`src/rtl/arp_engine.sv`:
```
// arp_engine
//   GMII-side ARP block. The TX half builds complete ARP request/reply frames
//   (preamble, Ethernet header, ARP payload with padding, CRC-32 FCS) and
//   streams them one byte per cycle. The RX half parses incoming GMII frames
//   and reports ARP requests/replies whose target IP is this board.
//   RX and TX run independently (full duplex) on the single gmii_clk.
//
// Ports
//   gmii_clk     in   clock for RX and TX (125 MHz)
//   rst          in   asynchronous reset, active-high
//   gmii_rx_dv   in   RX data valid
//   gmii_rxd     in   RX byte
//   gmii_tx_en   out  TX enable
//   gmii_txd     out  TX byte (00 while gmii_tx_en is low)
//   arp_rx_done  out  1-cycle pulse: accepted ARP frame
//   arp_rx_type  out  0 = request, 1 = reply (held after arp_rx_done)
//   src_mac      out  sender MAC of last accepted ARP frame
//   src_ip       out  sender IP of last accepted ARP frame
//   arp_tx_en    in   start pulse (ignored while a frame is in flight)
//   arp_tx_type  in   0 = request, 1 = reply, sampled with arp_tx_en
//   des_mac      in   target MAC for replies (0 selects DES_MAC)
//   des_ip       in   target IP (0 selects DES_IP)
//   tx_done      out  1-cycle pulse on the cycle gmii_tx_en falls
module arp_engine #(
    parameter logic [47:0] BOARD_MAC = 48'h00_11_22_33_44_55,
    parameter logic [31:0] BOARD_IP  = {8'd192, 8'd168, 8'd1, 8'd10},
    parameter logic [47:0] DES_MAC   = 48'hff_ff_ff_ff_ff_ff,
    parameter logic [31:0] DES_IP    = {8'd192, 8'd168, 8'd1, 8'd102}
) (
    input  logic        gmii_clk,
    input  logic        rst,
    input  logic        gmii_rx_dv,
    input  logic [7:0]  gmii_rxd,
    output logic        gmii_tx_en,
    output logic [7:0]  gmii_txd,
    output logic        arp_rx_done,
    output logic        arp_rx_type,
    output logic [47:0] src_mac,
    output logic [31:0] src_ip,
    input  logic        arp_tx_en,
    input  logic        arp_tx_type,
    input  logic [47:0] des_mac,
    input  logic [31:0] des_ip,
    output logic        tx_done
);

    // One byte of the reflected IEEE 802.3 CRC-32 (poly EDB88320 in LSB-first form).
    function automatic logic [31:0] crc32_byte(input logic [31:0] crc, input logic [7:0] d);
        logic [31:0] c;
        c = crc ^ {24'h0, d};
        for (int i = 0; i < 8; i++)
            c = c[0] ? ((c >> 1) ^ 32'hEDB8_8320) : (c >> 1);
        return c;
    endfunction

    // ------------------------------------------------------------------
    // TX
    // ------------------------------------------------------------------
    typedef enum logic [2:0] {TX_IDLE, TX_PREAMBLE, TX_ETH_HDR, TX_ARP_DATA, TX_FCS} tx_state_t;

    tx_state_t         tx_state, tx_next;
    logic [6:0]        tx_cnt;      // byte index within the 72-byte frame
    logic [31:0]       tx_crc;
    logic              tx_type_l;
    logic [47:0]       tx_mac_l;
    logic [31:0]       tx_ip_l;
    logic              tx_start;
    logic [47:0]       tx_eth_dest;
    logic [47:0]       tx_arp_tmac;
    logic [7:0]        tx_opcode;
    logic [59:0][7:0]  tx_frame;    // element 59 is the first byte after the SFD
    logic [5:0]        tx_bidx;
    logic [3:0][7:0]   tx_fcs;

    assign tx_start    = (tx_state == TX_IDLE) && arp_tx_en;
    assign tx_eth_dest = tx_type_l ? tx_mac_l : 48'hFFFF_FFFF_FFFF;
    assign tx_arp_tmac = tx_type_l ? tx_mac_l : 48'h0;
    assign tx_opcode   = tx_type_l ? 8'h02 : 8'h01;
    assign tx_frame    = {tx_eth_dest, BOARD_MAC, 16'h0806,
                          16'h0001, 16'h0800, 8'h06, 8'h04, 8'h00, tx_opcode,
                          BOARD_MAC, BOARD_IP, tx_arp_tmac, tx_ip_l, 144'h0};
    // Header/payload bytes occupy tx_cnt 8..67, mapped to elements 59..0.
    assign tx_bidx     = 6'(7'd67 - tx_cnt);
    // FCS goes out least-significant byte first; tx_cnt 68..71 -> [1:0] = 0..3.
    assign tx_fcs      = ~tx_crc;

    always_comb begin
        tx_next    = tx_state;
        gmii_tx_en = 1'b1;
        gmii_txd   = 8'h00;
        case (tx_state)
            TX_IDLE: begin
                gmii_tx_en = 1'b0;
                if (arp_tx_en) tx_next = TX_PREAMBLE;
            end
            TX_PREAMBLE: begin
                gmii_txd = (tx_cnt == 7'd7) ? 8'hD5 : 8'h55;
                if (tx_cnt == 7'd7) tx_next = TX_ETH_HDR;
            end
            TX_ETH_HDR: begin
                gmii_txd = tx_frame[tx_bidx];
                if (tx_cnt == 7'd21) tx_next = TX_ARP_DATA;
            end
            TX_ARP_DATA: begin
                gmii_txd = tx_frame[tx_bidx];
                if (tx_cnt == 7'd67) tx_next = TX_FCS;
            end
            TX_FCS: begin
                gmii_txd = tx_fcs[tx_cnt[1:0]];
                if (tx_cnt == 7'd71) tx_next = TX_IDLE;
            end
            default: begin
                gmii_tx_en = 1'b0;
                tx_next    = TX_IDLE;
            end
        endcase
    end

    always_ff @(posedge gmii_clk or posedge rst) begin
        if (rst) begin
            tx_state <= TX_IDLE;
            tx_cnt   <= 7'd0;
            tx_crc   <= 32'hFFFF_FFFF;
            tx_done  <= 1'b0;
        end else begin
            tx_state <= tx_next;
            tx_done  <= (tx_state == TX_FCS) && (tx_cnt == 7'd71);
            tx_cnt   <= (tx_state == TX_IDLE) ? 7'd0 : tx_cnt + 7'd1;
            if (tx_state == TX_IDLE)
                tx_crc <= 32'hFFFF_FFFF;
            else if (tx_state == TX_ETH_HDR || tx_state == TX_ARP_DATA)
                tx_crc <= crc32_byte(tx_crc, gmii_txd);
        end
    end

    // Frame parameters are captured once at start so mid-frame input changes cannot corrupt it.
    always_ff @(posedge gmii_clk) begin
        if (tx_start) begin
            tx_type_l <= arp_tx_type;
            tx_mac_l  <= (des_mac == 48'h0) ? DES_MAC : des_mac;
            tx_ip_l   <= (des_ip == 32'h0) ? DES_IP : des_ip;
        end
    end

    // ------------------------------------------------------------------
    // RX
    // ------------------------------------------------------------------
    typedef enum logic [2:0] {RX_IDLE, RX_PREAMBLE, RX_ETH_HDR, RX_ARP_DATA, RX_END} rx_state_t;

    rx_state_t    rx_state, rx_next;
    logic [4:0]   rx_cnt, rx_cnt_next;
    logic [167:0] rx_sh;        // last 21 bytes received; with gmii_rxd covers what is decoded
    logic         rx_accept;
    logic [47:0]  rx_eth_dest;
    logic [15:0]  rx_eth_type;
    logic [15:0]  rx_opcode;
    logic [47:0]  rx_snd_mac;
    logic [31:0]  rx_snd_ip;
    logic [31:0]  rx_tgt_ip;

    // Valid when the last header byte (ETH) or last target-IP byte (ARP) is on gmii_rxd.
    assign rx_eth_dest = rx_sh[103:56];
    assign rx_eth_type = {rx_sh[7:0], gmii_rxd};
    assign rx_opcode   = rx_sh[167:152];
    assign rx_snd_mac  = rx_sh[151:104];
    assign rx_snd_ip   = rx_sh[103:72];
    assign rx_tgt_ip   = {rx_sh[23:0], gmii_rxd};

    always_comb begin
        rx_next     = rx_state;
        rx_cnt_next = rx_cnt + 5'd1;
        rx_accept   = 1'b0;
        if (!gmii_rx_dv) begin
            rx_next     = RX_IDLE;
            rx_cnt_next = 5'd0;
        end else begin
            case (rx_state)
                RX_IDLE: begin
                    rx_cnt_next = 5'd1;
                    rx_next     = (gmii_rxd == 8'h55) ? RX_PREAMBLE : RX_END;
                end
                RX_PREAMBLE: begin
                    if (rx_cnt == 5'd7) begin
                        rx_cnt_next = 5'd0;
                        rx_next     = (gmii_rxd == 8'hD5) ? RX_ETH_HDR : RX_END;
                    end else if (gmii_rxd != 8'h55) begin
                        rx_next = RX_END;
                    end
                end
                RX_ETH_HDR: begin
                    if (rx_cnt == 5'd13) begin
                        rx_cnt_next = 5'd0;
                        if ((rx_eth_dest == BOARD_MAC || rx_eth_dest == 48'hFFFF_FFFF_FFFF) &&
                            rx_eth_type == 16'h0806)
                            rx_next = RX_ARP_DATA;
                        else
                            rx_next = RX_END;
                    end
                end
                RX_ARP_DATA: begin
                    if (rx_cnt == 5'd27) begin
                        rx_next   = RX_END;
                        rx_accept = (rx_opcode == 16'd1 || rx_opcode == 16'd2) &&
                                    (rx_tgt_ip == BOARD_IP);
                    end
                end
                default: rx_next = rx_state;   // RX_END: hold until gmii_rx_dv drops
            endcase
        end
    end

    always_ff @(posedge gmii_clk or posedge rst) begin
        if (rst) begin
            rx_state    <= RX_IDLE;
            rx_cnt      <= 5'd0;
            arp_rx_done <= 1'b0;
            arp_rx_type <= 1'b0;
            src_mac     <= 48'h0;
            src_ip      <= 32'h0;
        end else begin
            rx_state    <= rx_next;
            rx_cnt      <= rx_cnt_next;
            arp_rx_done <= rx_accept;
            if (rx_accept) begin
                arp_rx_type <= (rx_opcode == 16'd2);
                src_mac     <= rx_snd_mac;
                src_ip      <= rx_snd_ip;
            end
        end
    end

    always_ff @(posedge gmii_clk) begin
        rx_sh <= {rx_sh[159:0], gmii_rxd};
    end

endmodule

```
`config.mk`:
```
export PLATFORM = sky130hd
export DESIGN_NAME = arp_engine
export DESIGN_NICKNAME = d
export VERILOG_FILES = /design/src/rtl/arp_engine.sv
export SDC_FILE = /design/constraint.sdc
export NUM_CORES = 1
export LEC_CHECK = 0
export BUFFER_PORTS_ARGS = -buffer_cell sky130_fd_sc_hd__buf_2
export CAP_MARGIN = 20
export CORE_MARGIN = 2
export CORE_UTILIZATION = 52
export DETAILED_ROUTE_END_ITERATION = 8
export PLACE_DENSITY = 0.76
export SLEW_MARGIN = 25
export SYNTH_ARGS = -nofsm -noshare
export SYNTH_HDL_FRONTEND = slang
export SYNTH_SLANG_ARGS = --single-unit
```
`constraint.sdc`:
```
create_clock -name gmii_clk -period 3.8 [get_ports gmii_clk]
set_input_delay 0.38 -clock gmii_clk [delete_from_list [all_inputs] [get_ports gmii_clk]]
set_output_delay 0.38 -clock gmii_clk [all_outputs]
set_load 0.02 [all_outputs]
```
==> Word level (Yosys, flattened, before mapping) <==
Cells that the tools add are included.
{ "classes": {"div": 0, "n_shift": 0, "mux": 43, "order_cmp": 2, "reduce_logical": 16, "add_sub_neg": 3, "multipliers": 0, "n_bitwise": 10, "n_eq_ne": 32} }
{ "op_table": {"columns": ["op", "n"], "rows": [
  ["32-bit two-way mux", 10],
  ["13-bit inverter with 14-bit output", 8],
  ["48-bit two-way mux", 2],
  ["8-bit binary-select mux with 6-bit select", 1],
  ["48-bit by 37-bit == test with 1-bit output (second input constant)", 1],
  ["48-bit == test (second input constant)", 1],
  ["48-bit logical NOT", 1],
  ["3-bit two-way mux", 13],
  ["32-bit == test (second input constant)", 1],
  ["32-bit logical NOT", 1],
  ["32-bit inverter", 1],
  ["32-bit by 8-bit XOR with 32-bit output", 1],
  ["8-bit two-way mux", 3],
  ["8-bit one-hot mux with 3 select lines", 1],
  ["8-bit binary-select mux with 2-bit select", 1],
  ["16-bit by 1-bit == test with 1-bit output (second input constant)", 1],
  ["16-bit by 12-bit == test with 1-bit output (second input constant)", 1],
  ["16-bit by 2-bit == test with 1-bit output (second input constant)", 1],
  ["5-bit two-way mux", 3],
  ["3-bit one-hot mux with 5 select lines", 1],
  ["5-bit one-hot mux with 3 select lines", 1],
  ["7-bit == test (second input constant)", 2],
  ["3-bit by 2-bit == test with 1-bit output (second input constant)", 4],
  ["3-bit one-hot mux with 4 select lines", 1],
  ["other kinds (30)", 45]
]} }
{ "totals": {"ff_bits": 382, "output_inout_bits": 92, "ram_bits": 0, "n_memories": 0, "latch_bits": 0, "input_bits": 93, "mem_bits_ro": 0} }

==> Logic depth before layout (Yosys ltp) <==
{ "logic_depth": {"ltp_word": 23, "ltp_mapped": 15} }

==> Worst setup path after synthesis <==
Ideal clock, no wire load.
{ "synth_timing": {"path_type": "register to register", "start": "register tx_state[0]", "end": "register tx_ip_l[0], enable pin", "path_slack_ps": 190, "stages_incl_launch_ff": 4, "arrival_time_ps": 3162, "synth_period_minus_slack_ps": 3610, "setup_time_ps": 448, "cell_sequence": "dfrtp_1 > clkbuf_1 > nor3_1 > and2_1"} }
{ "synth_via": {"elab_chain_len": 2} }
{ "synth_lines": {"columns": ["item", "line_no", "rtl"], "rows": [
  ["start, declared", "61", "tx_state_t tx_state, tx_next;"],
  ["start signal, assigned", "126", "tx_state <= tx_next;"],
  ["3-bit logical NOT", "75", "assign tx_start = (tx_state == TX_IDLE) && arp_tx_en;"],
  ["1-bit logical AND", "75", null],
  ["via tx_start", "67", "logic tx_start;"],
  ["end signal, assigned", "141", "tx_ip_l <= (des_ip == 32'h0) ? DES_IP : des_ip;"],
  ["end, declared", "66", "logic [31:0] tx_ip_l;"]
]} }
The timed path passes the listed nets, and every way through them passes these cells.
A chain may end at the register's enable or synchronous reset.

==> Worst setup path after layout <==
{ "layout_timing": {"start": "register tx_cnt[3]", "end": "register tx_crc[17]"} }
{ "layout_via": {"elab_chain_len": 19} }
{ "layout_lines": {"columns": ["item", "line_no", "rtl"], "rows": [
  ["start, declared", "62", "logic [6:0] tx_cnt;"],
  ["start signal, assigned", "128", "tx_cnt <= (tx_state == TX_IDLE) ? 7'd0 : tx_cnt + 7'd1;"],
  ["2-bit by 6-bit subtractor with 6-bit output *", "83", "assign tx_bidx = 6'(7'd67 - tx_cnt);"],
  ["8-bit binary-select mux with 6-bit select *", "101, 105", null],
  ["8-bit two-way mux (not written as such) *", "101, 105", null],
  ["8-bit one-hot mux with 3 select lines *", "91", "case (tx_state)"],
  ["32-bit by 8-bit XOR with 32-bit output *", "50", "c = crc ^ {24'h0, d};"],
  ["32-bit two-way mux *", "52", "c = c[0] ? ((c >> 1) ^ 32'hEDB8_8320) : (c >> 1);"],
  ["13-bit inverter with 14-bit output (no source line)", null, null],
  ["32-bit two-way mux * (2 in a row)", "52", null],
  ["13-bit inverter with 14-bit output (no source line)", null, null],
  ["32-bit two-way mux *", "52", null],
  ["13-bit inverter with 14-bit output (no source line)", null, null],
  ["32-bit two-way mux *", "52", null],
  ["13-bit inverter with 14-bit output (no source line)", null, null],
  ["32-bit two-way mux * (3 in a row)", "52", null],
  ["32-bit two-way mux *", "131", "else if (tx_state == TX_ETH_HDR || tx_state == TX_ARP_DATA)"],
  ["32-bit two-way mux *", "129", "if (tx_state == TX_IDLE)"],
  ["end signal, assigned", "132", "tx_crc <= crc32_byte(tx_crc, gmii_txd);"],
  ["end, declared", "63", "logic [31:0] tx_crc;"]
]} }
Mark *: on every way between the ends. The rest lies on a longest branch, timed or not. The select of a mux whose other input is x is not followed.

==> insert_results.sql <==
INSERT INTO impl_metrics (metric_group, metric, value, unit) VALUES
('run_status', 'outcome', 'finished clean', ''),
('finish', 'layout_common_cells', '184 x buf_2, 168 x dfxtp_1, 100 x dfrtp_1', ''),
('worst_setup_path', 'cp_slowest_stage_delay', '0.58', 'ns'),
('timing', 'setup_viol', '0', ''),
('timing', 'final_critical_delay_including_setup_and_external_delays', '3.60', 'ns'),
('floorplan', 'std_cell_rows', '61', ''),
('clock_tree', 'post-cts-setup-buffers', '0', ''),
('floorplan', 'initial_utilization', '53.2', '%'),
('worst_setup_path', 'critical_path.startpoint_type', 'register', ''),
('grt', 'grt_use_total', '23.7', '%'),
('synth', 'async_reset_ff_share', '34.8', '%'),
('worst_setup_path', 'crit_path_top_delay_cell', 'xnor3_1', ''),
('floorplan', 'dieArea', '29900', 'um^2'),
('grt', 'globalRoute.totalOverflow', '0', ''),
('place', 'detailed_place_hpwl', '25800', 'um'),
('drt', 'routedWlPerCell', '20.7', 'um'),
('pwr', 'p_leak', '7.80', 'nW'),
('timing', 'worst_slew_margin_rel', '50.9', '%'),
('clock_tree', 'clock_insertion_delay_worst_skew', '0.53', 'ns'),
('floorplan', 'floorplan.die.width', '173', 'um'),
('grt', 'maximum_number_of_pins_on_one_net_before_global_route_repair', '105', ''),
('synth', 'synth.lib_cells_used.distinct', '91', ''),
('finish', 'syn2layout_area_growth', '18.7', '%'),
('drt', 'drc_errors', '0', ''),
('grt', 'number_of_antenna_violations_at_the_first_check_in_global_routing', '12', ''),
('grt', 'via_count_of_the_first_global_routing_pass', '9552', ''),
('timing', 'worst_slew_pin_slew', '0.734', 'ns'),
('worst_setup_path', 'worst_setup_path_startpoint', 'tx_cnt[3]', ''),
('floorplan', 'core_region_area', '27900', 'um^2'),
('pwr', 'power.total', '21.2', 'mW'),
('worst_setup_path', 'critPathMostFrequentCell', 'xnor3_1', ''),
('synth', 'synth.yosys.warnings', '0', ''),
('worst_hold_path', 'hp-class', 'input port to register', ''),
('clock_tree', 'worst_setup_hold_path_clk_slew', '0.06', 'ns'),
('drt', 'drt_pre_antenna_iters', '5', ''),
('place', 'count_of_port_buffers_added_during_placement', '184', ''),
('clock_tree', 'clock_sinks', '382', ''),
('timing', 'min_period_over_period', '94.7', '%'),
('timing', 'final_max_slew_viol_count', '0', ''),
('drt', 'routed_wirelength', '35700', 'um'),
('clock_tree', 'root_buffer', 'clkbuf_16', ''),
('synth', 'postSynthCellCount', '1110', ''),
('pwr', 'power_density', '1200', 'nW/um^2'),
('synth', 'ys_dominant_reg_cell', 'dfxtp_1', ''),
('floorplan', 'die_h', '173', 'um'),
('finish', 'final_common_cell', 'buf_2', ''),
('grt', 'grt_pass1_wl', '55400', 'um'),
('synth', 'synthesized_area_per_cell', '13.4', 'um^2'),
('clock_tree', 'clock_buffers_created_by_tritoncts', '39', ''),
('drt', 'vias', '9479', ''),
('synth', 'postSynthNetCount', '1213', ''),
('pwr', 'vdd_drop_max', '1160', 'uV'),
('worst_setup_path', 'cp.arrival', '4.06', 'ns'),
('worst_setup_path', 'crit_path_cells', 'inv_1 -> ha_2 -> xor2_2 -> buf_4 -> and3_1 -> a311oi_1 -> o22ai_1 -> a22oi_4 -> xnor2_4 -> xnor3_1 -> xnor3_1 -> o22a_1', ''),
('finish', 'layout-drive-gt1-share', '37.8', '%'),
('finish', 'number_of_fillers_in_the_final_layout', '2119', ''),
('drt', 'final_antenna_net_count', '0', ''),
('timing', 'rsz0062_at_grt', 'no', ''),
('synth', 'synth_edf_count', '81', ''),
('worst_setup_path', 'timing_worst_setup_path_type', 'register to register', ''),
('synth', 'seq_total_area_yosys', '61.7', '%'),
('worst_setup_path', 'worst_r2r_startpoint', 'tx_cnt[3]', ''),
('clock_tree', 'ctsLongestPathBuffers', '3', ''),
('worst_setup_path', 'crit_fanout', '10', ''),
('timing', 'totalNegativeSetupSlack', '0', 'ns'),
('place', 'globalplace.congestion', '0.903', ''),
('drt', 'detailedRoute.firstIterationViolations', '763', ''),
('floorplan', 'num_io_pins', '185', ''),
('worst_hold_path', 'worstHoldStart', 'gmii_rxd[7]', ''),
('worst_setup_path', 'wp_data_required', '4.26', 'ns'),
('worst_setup_path', 'crit_path_end_kind', 'register', ''),
('finish', 'final_nets', '1414', ''),
('clock_tree', 'h_tree_level_count', '2', ''),
('drt', 'viasPerCell', '5.48', ''),
('run', 'count_of_max_cap_constraint_violations', '0', ''),
('synth', 'ys_ff_latch', '382', ''),
('synth', 'combined_area_of_all_synthesized_cells', '14900', 'um^2'),
('timing', 'final-hold-violation-count', '0', ''),
('timing', 'timing.clock.skew', '0.0283', 'ns'),
('clock_tree', 'tritoncts', 'built', ''),
('timing', 'max_clock_freq', '278', 'MHz');
state kept, by name (all words and copies together) (netlist names):
register and cells:
arp_rx_type 1, tx_crc 32, tx_done 1, tx_type_l 1
rx_sh 168, tx_state 3, rx_cnt 5, tx_mac_l 48
rx_state 3, tx_cnt 7, src_ip 32, arp_rx_done 1
src_mac 48, tx_ip_l 32
report_power, final:
group	internal (mW)	switching (mW)	total [mW]
registers	5.05	0.393	5.44
clock network	2.25	1.55	3.80
logic	6.37	5.56	11.9
critical path, delay by kind of cell, from the launching register on:
family,cells,cell delay (ns)
compound gates,4,0.69
buf+inv,2,0.37
xor+xnor,4,1.60
flops,1,0.48
fa+ha+maj,1,0.23
simple gates,1,0.15
path summary, 6_finish.rpt:
check	to	slack (ns)	depth (start not counted)
setup reg to reg	tx_crc[17]	0.20	12
hold reg to reg	rx_sh[55]	0.32	0
hold / removal	rx_sh[7]	0.04	1
min in group asynchronous	tx_state[0]	0.52	3
setup / recovery	tx_crc[17]	0.20	12
max in group asynchronous	rx_cnt[4]	2.29	4
metal layers:
metal | routed length [um] | part of all wire (%) | up-vias | global-route usage, %
met3 | 2510 | 7.0 | 56 | 6.07
met4 | 864 | 2.4 | 4 | 6.64
met2 | 17300 | 48 | 295 | 39.0
met5 | 14 | 0.039 | - | 0
li1 | - | - | 4399 | -
met1 | 15100 | 42 | 4725 | 31.3
cell families after synthesis:
family	after synthesis	synth area share (%)
compound gates	153	6.64
xor+xnor	76	7.22
fa+ha+maj	10	0.842
buf+inv	84	2.83
flops	382	61.7
mux	128	10.3
simple gates	277	10.5
through the flow:
| stage | hold WS, ns | setup WS [ns] | util [%] | instances | area (um^2) |
|---|---|---|---|---|---|
| 4_1_cts | 0.0264 | 0.118 | 63.1 | 1719 | 17600 |
| 5_1_grt | 0.0328 | 0.0219 | 63.1 | 1726 | 17600 |
| 3_5_place_dp | 0.312 | 0.150 | 58.1 | 1640 | 16200 |
| 2_1_floorplan | 0.310 | 0.190 | - | 1110 | 14900 |
| 6_report | 0.0385 | 0.200 | 63.2 | 1729 | 17600 |
| 3_3_place_gp | 0.311 | 0.275 | 58.1 | 1640 | 16200 |
final cells by class:
class / instances / area, um^2 / area share, %
multi-input combinational: 644 / 5300 / 30.0
tap: 378 / 473 / 2.68
clock buffer: 58 / 1150 / 6.52
inverter: 15 / 60.1 / 0.340
clock inverter: 13 / 145 / 0.823
antenna: 10 / 25.0 / 0.142
timing repair buffer: 229 / 1330 / 7.53
sequential: 382 / 9170 / 51.9
cells in the mapped netlist, drive strengths merged, types with 6 or more instances:
cell type / count / area (um^2)
mux2i: 30 / 300
mux4: 10 / 225
xnor2: 40 / 429
dfxtp: 168 / 3360
buf: 25 / 199
mux2: 88 / 1000
ha: 10 / 125
nor2b: 9 / 56.3
nor4: 38 / 238
xor2: 18 / 236
inv: 14 / 52.6
nand2: 26 / 97.6
clkbuf: 44 / 165
edfxtp: 81 / 2430
a21oi: 61 / 309
nor3: 11 / 66.3
nand2b: 9 / 56.3
nor2: 65 / 249
xnor3: 18 / 407
nand3: 8 / 40.0
o211ai: 6 / 50.1
dfrtp: 101 / 2530
o22ai: 9 / 56.3
o21ai: 26 / 130
dfstp: 32 / 841
or2: 59 / 369
nand4: 21 / 131
what timing repair did:
item,4_1_cts,5_1_grt
gates resized for setup,0,1
hold endpoints to repair,14,0
setup endpoints to repair,0,10
hold buffers,8,0
Note: power is estimated with default switching activity, not from simulation.
